**config.mk**
```make
export PLATFORM = sky130hd
export DESIGN_NAME = sound_mix_seq
export DESIGN_NICKNAME = d
export VERILOG_FILES = /design/src/rtl/sound_mix_seq.sv
export SDC_FILE = /design/constraint.sdc
export NUM_CORES = 1
export LEC_CHECK = 0
export CORE_MARGIN = 3
export CORE_UTILIZATION = 29
export DETAILED_ROUTE_END_ITERATION = 16
export PLACE_DENSITY = 0.58
export SLEW_MARGIN = 20
export SYNTH_ARGS = -nofsm -noshare
export SYNTH_HDL_FRONTEND = slang
export SYNTH_SLANG_ARGS = --single-unit
```
**constraint.sdc**
```tcl
create_clock -name clock -period 2.4 [get_ports clock]
set_input_delay 0.36 -clock clock [delete_from_list [all_inputs] [get_ports clock]]
set_output_delay 0.36 -clock clock [all_outputs]
set_load 0.005 [all_outputs]
```
**src/rtl/sound_mix_seq.sv**
```systemverilog
// sound_mix_seq
// Frame sequencer in front of the serial volume multiplier-accumulator.
// A sample-rate strobe snapshots every channel's volume and sample, then the
// channels are walked through the multiplier one at a time. The accumulated
// sum is cleared at the first channel of each stereo side, and the final
// left/right pair is published together with a one-cycle strobe.
module sound_mix_seq #(
    parameter int CHANNELS = 4
) (
    input  logic                    clock,
    input  logic                    reset_n,
    input  logic                    frame_stb,
    input  logic [6*CHANNELS-1:0]   vols,
    input  logic [8*CHANNELS-1:0]   dats,
    output logic [5:0]              mul_vol,
    output logic [7:0]              mul_dat,
    output logic                    mul_load,
    output logic                    mul_clr,
    input  logic                    mul_ready,
    input  logic [15:0]             mul_sum,
    output logic [15:0]             snd_left,
    output logic [15:0]             snd_right,
    output logic                    out_stb,
    output logic                    busy,
    output logic                    overrun
);

    localparam int CH_W = $clog2(CHANNELS);

    localparam logic [CH_W-1:0] LAST_LEFT   = CH_W'(CHANNELS / 2 - 1);
    localparam logic [CH_W-1:0] FIRST_RIGHT = CH_W'(CHANNELS / 2);
    localparam logic [CH_W-1:0] LAST_CH     = CH_W'(CHANNELS - 1);

    typedef enum logic [1:0] {
        IDLE = 2'd0,
        LOAD = 2'd1,
        WAIT = 2'd2,
        DONE = 2'd3
    } state_t;

    state_t            state_q, state_d;
    logic [CH_W-1:0]   ch_q, ch_d;

    logic [5:0]        snap_vol_q [CHANNELS];
    logic [5:0]        snap_vol_d [CHANNELS];
    logic [7:0]        snap_dat_q [CHANNELS];
    logic [7:0]        snap_dat_d [CHANNELS];

    logic [15:0]       left_hold_q, left_hold_d;
    logic [15:0]       right_hold_q, right_hold_d;

    logic [5:0]        mul_vol_q, mul_vol_d;
    logic [7:0]        mul_dat_q, mul_dat_d;
    logic              mul_load_q, mul_load_d;
    logic              mul_clr_q, mul_clr_d;
    logic [15:0]       snd_left_q, snd_left_d;
    logic [15:0]       snd_right_q, snd_right_d;
    logic              out_stb_q, out_stb_d;
    logic              busy_q, busy_d;
    logic              overrun_q, overrun_d;

    // State register and channel index
    always_ff @(posedge clock or negedge reset_n) begin
        if (!reset_n) begin
            state_q <= IDLE;
            ch_q    <= '0;
        end else begin
            state_q <= state_d;
            ch_q    <= ch_d;
        end
    end

    // Next-state logic: one LOAD/WAIT pair per channel, DONE after the last
    always_comb begin
        state_d = state_q;
        ch_d    = ch_q;
        case (state_q)
            IDLE: begin
                if (frame_stb) begin
                    state_d = LOAD;
                    ch_d    = '0;
                end
            end
            LOAD: begin
                state_d = WAIT;
            end
            WAIT: begin
                if (mul_ready) begin
                    if (ch_q == LAST_CH) begin
                        state_d = DONE;
                    end else begin
                        state_d = LOAD;
                        ch_d    = ch_q + 1'b1;
                    end
                end
            end
            DONE: begin
                state_d = IDLE;
            end
            default: begin
                state_d = IDLE;
            end
        endcase
    end

    // Snapshot capture: only an accepted frame strobe updates the copies
    always_comb begin
        for (int unsigned i = 0; i < CHANNELS; i++) begin
            snap_vol_d[i] = snap_vol_q[i];
            snap_dat_d[i] = snap_dat_q[i];
        end
        if (state_q == IDLE && frame_stb) begin
            for (int unsigned i = 0; i < CHANNELS; i++) begin
                snap_vol_d[i] = vols[6*i +: 6];
                snap_dat_d[i] = dats[8*i +: 8];
            end
        end
    end

    // Snapshot registers
    always_ff @(posedge clock or negedge reset_n) begin
        if (!reset_n) begin
            for (int unsigned i = 0; i < CHANNELS; i++) begin
                snap_vol_q[i] <= '0;
                snap_dat_q[i] <= '0;
            end
        end else begin
            for (int unsigned i = 0; i < CHANNELS; i++) begin
                snap_vol_q[i] <= snap_vol_d[i];
                snap_dat_q[i] <= snap_dat_d[i];
            end
        end
    end

    // Side sums are held until DONE so both outputs change on one edge
    always_comb begin
        left_hold_d  = left_hold_q;
        right_hold_d = right_hold_q;
        if (state_q == WAIT && mul_ready) begin
            if (ch_q == LAST_LEFT) begin
                left_hold_d = mul_sum;
            end
            if (ch_q == LAST_CH) begin
                right_hold_d = mul_sum;
            end
        end
    end

    // Side-sum hold registers
    always_ff @(posedge clock or negedge reset_n) begin
        if (!reset_n) begin
            left_hold_q  <= '0;
            right_hold_q <= '0;
        end else begin
            left_hold_q  <= left_hold_d;
            right_hold_q <= right_hold_d;
        end
    end

    // Output decode: values are prepared from the next state so every
    // output comes straight from a flop and lines up with the state it
    // belongs to (mul_load high exactly while the FSM sits in LOAD).
    always_comb begin
        mul_vol_d   = mul_vol_q;
        mul_dat_d   = mul_dat_q;
        mul_clr_d   = mul_clr_q;
        snd_left_d  = snd_left_q;
        snd_right_d = snd_right_q;

        mul_load_d  = (state_d == LOAD);
        busy_d      = (state_d != IDLE);
        out_stb_d   = (state_q == DONE);
        // A strobe seen outside IDLE (DONE included) is dropped and flagged
        // on the following cycle.
        overrun_d   = frame_stb && (state_q != IDLE);

        if (state_d == LOAD) begin
            // snap_*_d already holds the fresh copy on the IDLE->LOAD edge
            mul_vol_d = snap_vol_d[ch_d];
            mul_dat_d = snap_dat_d[ch_d];
            mul_clr_d = (ch_d == '0) || (ch_d == FIRST_RIGHT);
        end

        if (state_q == DONE) begin
            snd_left_d  = left_hold_q;
            snd_right_d = right_hold_q;
        end
    end

    // Output registers
    always_ff @(posedge clock or negedge reset_n) begin
        if (!reset_n) begin
            mul_vol_q   <= '0;
            mul_dat_q   <= '0;
            mul_load_q  <= 1'b0;
            mul_clr_q   <= 1'b0;
            snd_left_q  <= '0;
            snd_right_q <= '0;
            out_stb_q   <= 1'b0;
            busy_q      <= 1'b0;
            overrun_q   <= 1'b0;
        end else begin
            mul_vol_q   <= mul_vol_d;
            mul_dat_q   <= mul_dat_d;
            mul_load_q  <= mul_load_d;
            mul_clr_q   <= mul_clr_d;
            snd_left_q  <= snd_left_d;
            snd_right_q <= snd_right_d;
            out_stb_q   <= out_stb_d;
            busy_q      <= busy_d;
            overrun_q   <= overrun_d;
        end
    end

    assign mul_vol   = mul_vol_q;
    assign mul_dat   = mul_dat_q;
    assign mul_load  = mul_load_q;
    assign mul_clr   = mul_clr_q;
    assign snd_left  = snd_left_q;
    assign snd_right = snd_right_q;
    assign out_stb   = out_stb_q;
    assign busy      = busy_q;
    assign overrun   = overrun_q;

endmodule

```
==> results.md <==
- Final slew viol count: 0
- Remaining Overflow, GRT: 0
- CTS tree: built
- Top post-synthesis cells by count: 141 x dfrtp_1, 107 x mux2_2, 23 x mux2_4
- Stages on worst setup path: 6
- Fin area: about 0.0082 mm^2
- Mapped Nets: between 400 and 500
- Startpoint types: register
- IO Port Bufs: 126
- NumNets Final: 605
- Max VDD drop: 468 uV
- Cell family with most CP delay: multiplexers
- Highest Clock Rate: 438 MHz
- DR iter-0 viols: 130
- Antenna viol nets, final: 0
- Hold Buf Count CTS: 1
- Layout area overhead: 40.3%
- Final setup viols: 0
- Slew @ Worst Pin: 612 ps
- Worst r2r dst: mul_dat[6]$_DFFE_PN0N_
- Setup ws final: 119 ps
- Clk slew on worst S/H paths: about 60 ps
- Root Driver: clkbuf_16
- PD cells: 1210 mW/mm^2
- Die area: 0.0218 mm^2
- DR WL/cell: 17.0 um
- Register area share after synthesis: 60.7%
- Post-route non-filler standard cell count: 807
- CTS Buf Count: 17
- CP Cell Sequence: nor3b_4 -> buf_12 -> buf_4 -> mux2_2 -> mux2_4 -> a221o_1
- Worst Setup SP: state_q[1]$_DFF_PN0_
- Highest-delay cell along the critical path: dfrtp_1
- Syn Std Cell Area: ~0.0058 mm^2
- Crit path buf inv count: 2
- Chip Height: 148 um
- Htree depth: 4
- Total power: 9.90 mW
- Synth unique cells: 34
- Placed Instance Area: 0.00758 mm^2
- Inst Count DP: 774
- Status: finished clean
- Crit Path Class: register to register
- Largest net degree at the start of global routing: 61
- Number of antenna violations at the first check in global routing: 0
- Post-Route WL: 13,700 um
- Setup repair bufs after CTS: 0
- Resized cells post-CTS: 0
- Vias in the first global route: approximately 4,200
- Final Util: 41.6%
- Die width: 148 um
- Layout fillers: 1,824
- Crit path max fanout: 23
- Clock Latency Late Sink: 420 ps
- Via count: 3,675
- FF+latch area: 0.00353 mm^2
- Endpoints failing hold: 0
- Max Cap Viol: 0
- Rows: a little over 50
- Layout cells sized above 1: 37.3%
- Worst min path class: input pin to asynchronous set/reset pin
- Critical path arrival: between 2000 and 3000 ps
- TritonCTS Sinks: 141
- DR pass1 iterations: 4
- Multi-input gate area: 0.00213 mm^2
- Post-synth EDFFs: 0
- Worst r2r path cells: 6
- Clk_skew: 8.80 ps
- Place WS: -184 ps
- Setup repair after global routing missed its margin: no
- GRT Overall Usage: 13.2%
- Reg2Reg Setup Slack: roughly 120 ps
- Worst Path Required: 2700 ps
- Warnings, synthesis: 0
- Antenna Cells: 0
- Most common cell in the synthesized netlist: dfrtp_1
- Vias/cell: roughly 4.6
- Initial Utilization: 29.7%
- Post-synth top area share: around three fifths
- Top cells by area, synth: dfrtp_1 61%, mux2_2 21%, mux2_4 5.9%
- Fraction of registers with async set/reset: 100%
- GPL Wtd Cong: 0.728
- Reg2reg start: state_q[1]$_DFF_PN0_
- End point of the critical path: mul_dat[6]$_DFFE_PN0N_
- Total core area: 0.0196 mm^2
- Cells after synthesis: 376
- Ports: approximately 130
- Flops & latches, synth: ~140
- Post-Syn Area per Cell: 15.5 um^2
- Hpwl dp: roughly 9900 um
- Crit share post-route: 95.0%
- Headroom to the max-slew limit: 59.2%
- Commonest register cell after synthesis: dfrtp_1
- Crit end category: register
- Global-route wire length before repair: between 20,000 and 25,000 um
- Pleak: 3.68 nW
- Tmin final: roughly 2300 ps
- Critical Path Max Stage Delay: just over 500 ps
- Max Root-Sink Buffers: 2
- DR DRC count: 0
- Cell accounting for the most synthesized area: dfrtp_1
-- report_power, final --
group | switching [mW] | total, mW | internal [mW] | leakage [nW]
Combinational | 1.36 | 3.63 | 2.28 | 1.63
Sequential | 0.426 | 3.76 | 3.33 | 1.78
Clock | 1.07 | 2.51 | 1.44 | 0.273
Total | 2.85 | 9.90 | 7.05 | 3.68
-- layout make-up --
type	instances	share of cell area, %
multi-input cells	206	26.1
repair buffers	159	19.5
clock buffers	17	5.22
well taps	265	4.07
flip-flops and latches	141	43.3
inverters	4	0.184
clock inverters	15	1.67
-- sequential cells by signal, summed over array words and instances (netlist names) --
| signal | cells |
|---|---|
| right_hold_q | 16 |
| snd_right | 16 |
| mul_vol | 6 |
| mul_clr | 1 |
| state_q | 2 |
| ch_q | 2 |
| snap_dat_q | 32 |
| left_hold_q | 16 |
| mul_dat | 8 |
| out_stb | 1 |
| mul_load | 1 |
| overrun | 1 |
| snap_vol_q | 22 |
| snd_left | 16 |
| busy | 1 |
-- worst min path at each step --
stage                                     to  cells past startpoint  slack, ps                startpoint
CTS                 snap_vol_q[12]$_DFF_PN0_                      1        490  snap_vol_q[12]$_DFF_PN0_
global placement     snap_vol_q[5]$_DFF_PN0_                      1        380                   reset_n
detailed placement  snap_vol_q[11]$_DFF_PN0_                      1        390                   reset_n
floorplan                     busy$_DFF_PN0_                      0         60                   reset_n
global route        snap_dat_q[20]$_DFF_PN0_                      1        510  snap_dat_q[20]$_DFF_PN0_
finish              snap_vol_q[11]$_DFF_PN0_                      2        480                   reset_n
-- logic make-up (layout without fill, tap and decap cells) --
logic type	Yosys count	in the layout	share of synthesized area [%]
xor gates and xnor gates	1	1	0.151
DFF	141	141	60.7
and+or+nand+nor	34	34	3.47
buffers and inverters	29	195	2.84
muxes	130	130	26.7
AOI/OAI and AO/OA	41	41	6.16
-- routing by layer --
metal / vias up / wire [um] / GRT usage (%)
li1: 1672 / - / -
met1: 1920 / 5850 / 16.0
met2: 70 / 7120 / 22.8
met3: 13 / 523 / 3.46
met4: 0 / 199 / 4.47
met5: - / 0 / 0
-- metrics by stage --
step	setup TNS, ps	hold WS [ps]
after floorplan	0	64.4
after global placement	-1240	382
after detailed placement	-1660	395
after CTS	0	493
after global routing	0	507
final	0	480
-- cell usage in the layout (no fill, tap or decap), types with 3 or more instances in the layout --
master	netlist	final
a21oi_1	3	3
buf_4	3	26
clkbuf_16	0	17
o21ai_0	4	4
mux2_4	23	23
a221o_1	12	12
buf_12	0	6
clkinvlp_4	0	3
inv_6	0	6
mux2_2	107	107
clkdlybuf4s50_1	0	125
o211a_1	12	12
nand2_1	6	6
dfrtp_1	141	141
nor2_1	5	4
inv_1	3	3
or3_1	12	12
clkinv_2	0	4
No activity file was read; power rests on OpenSTA's default activity.
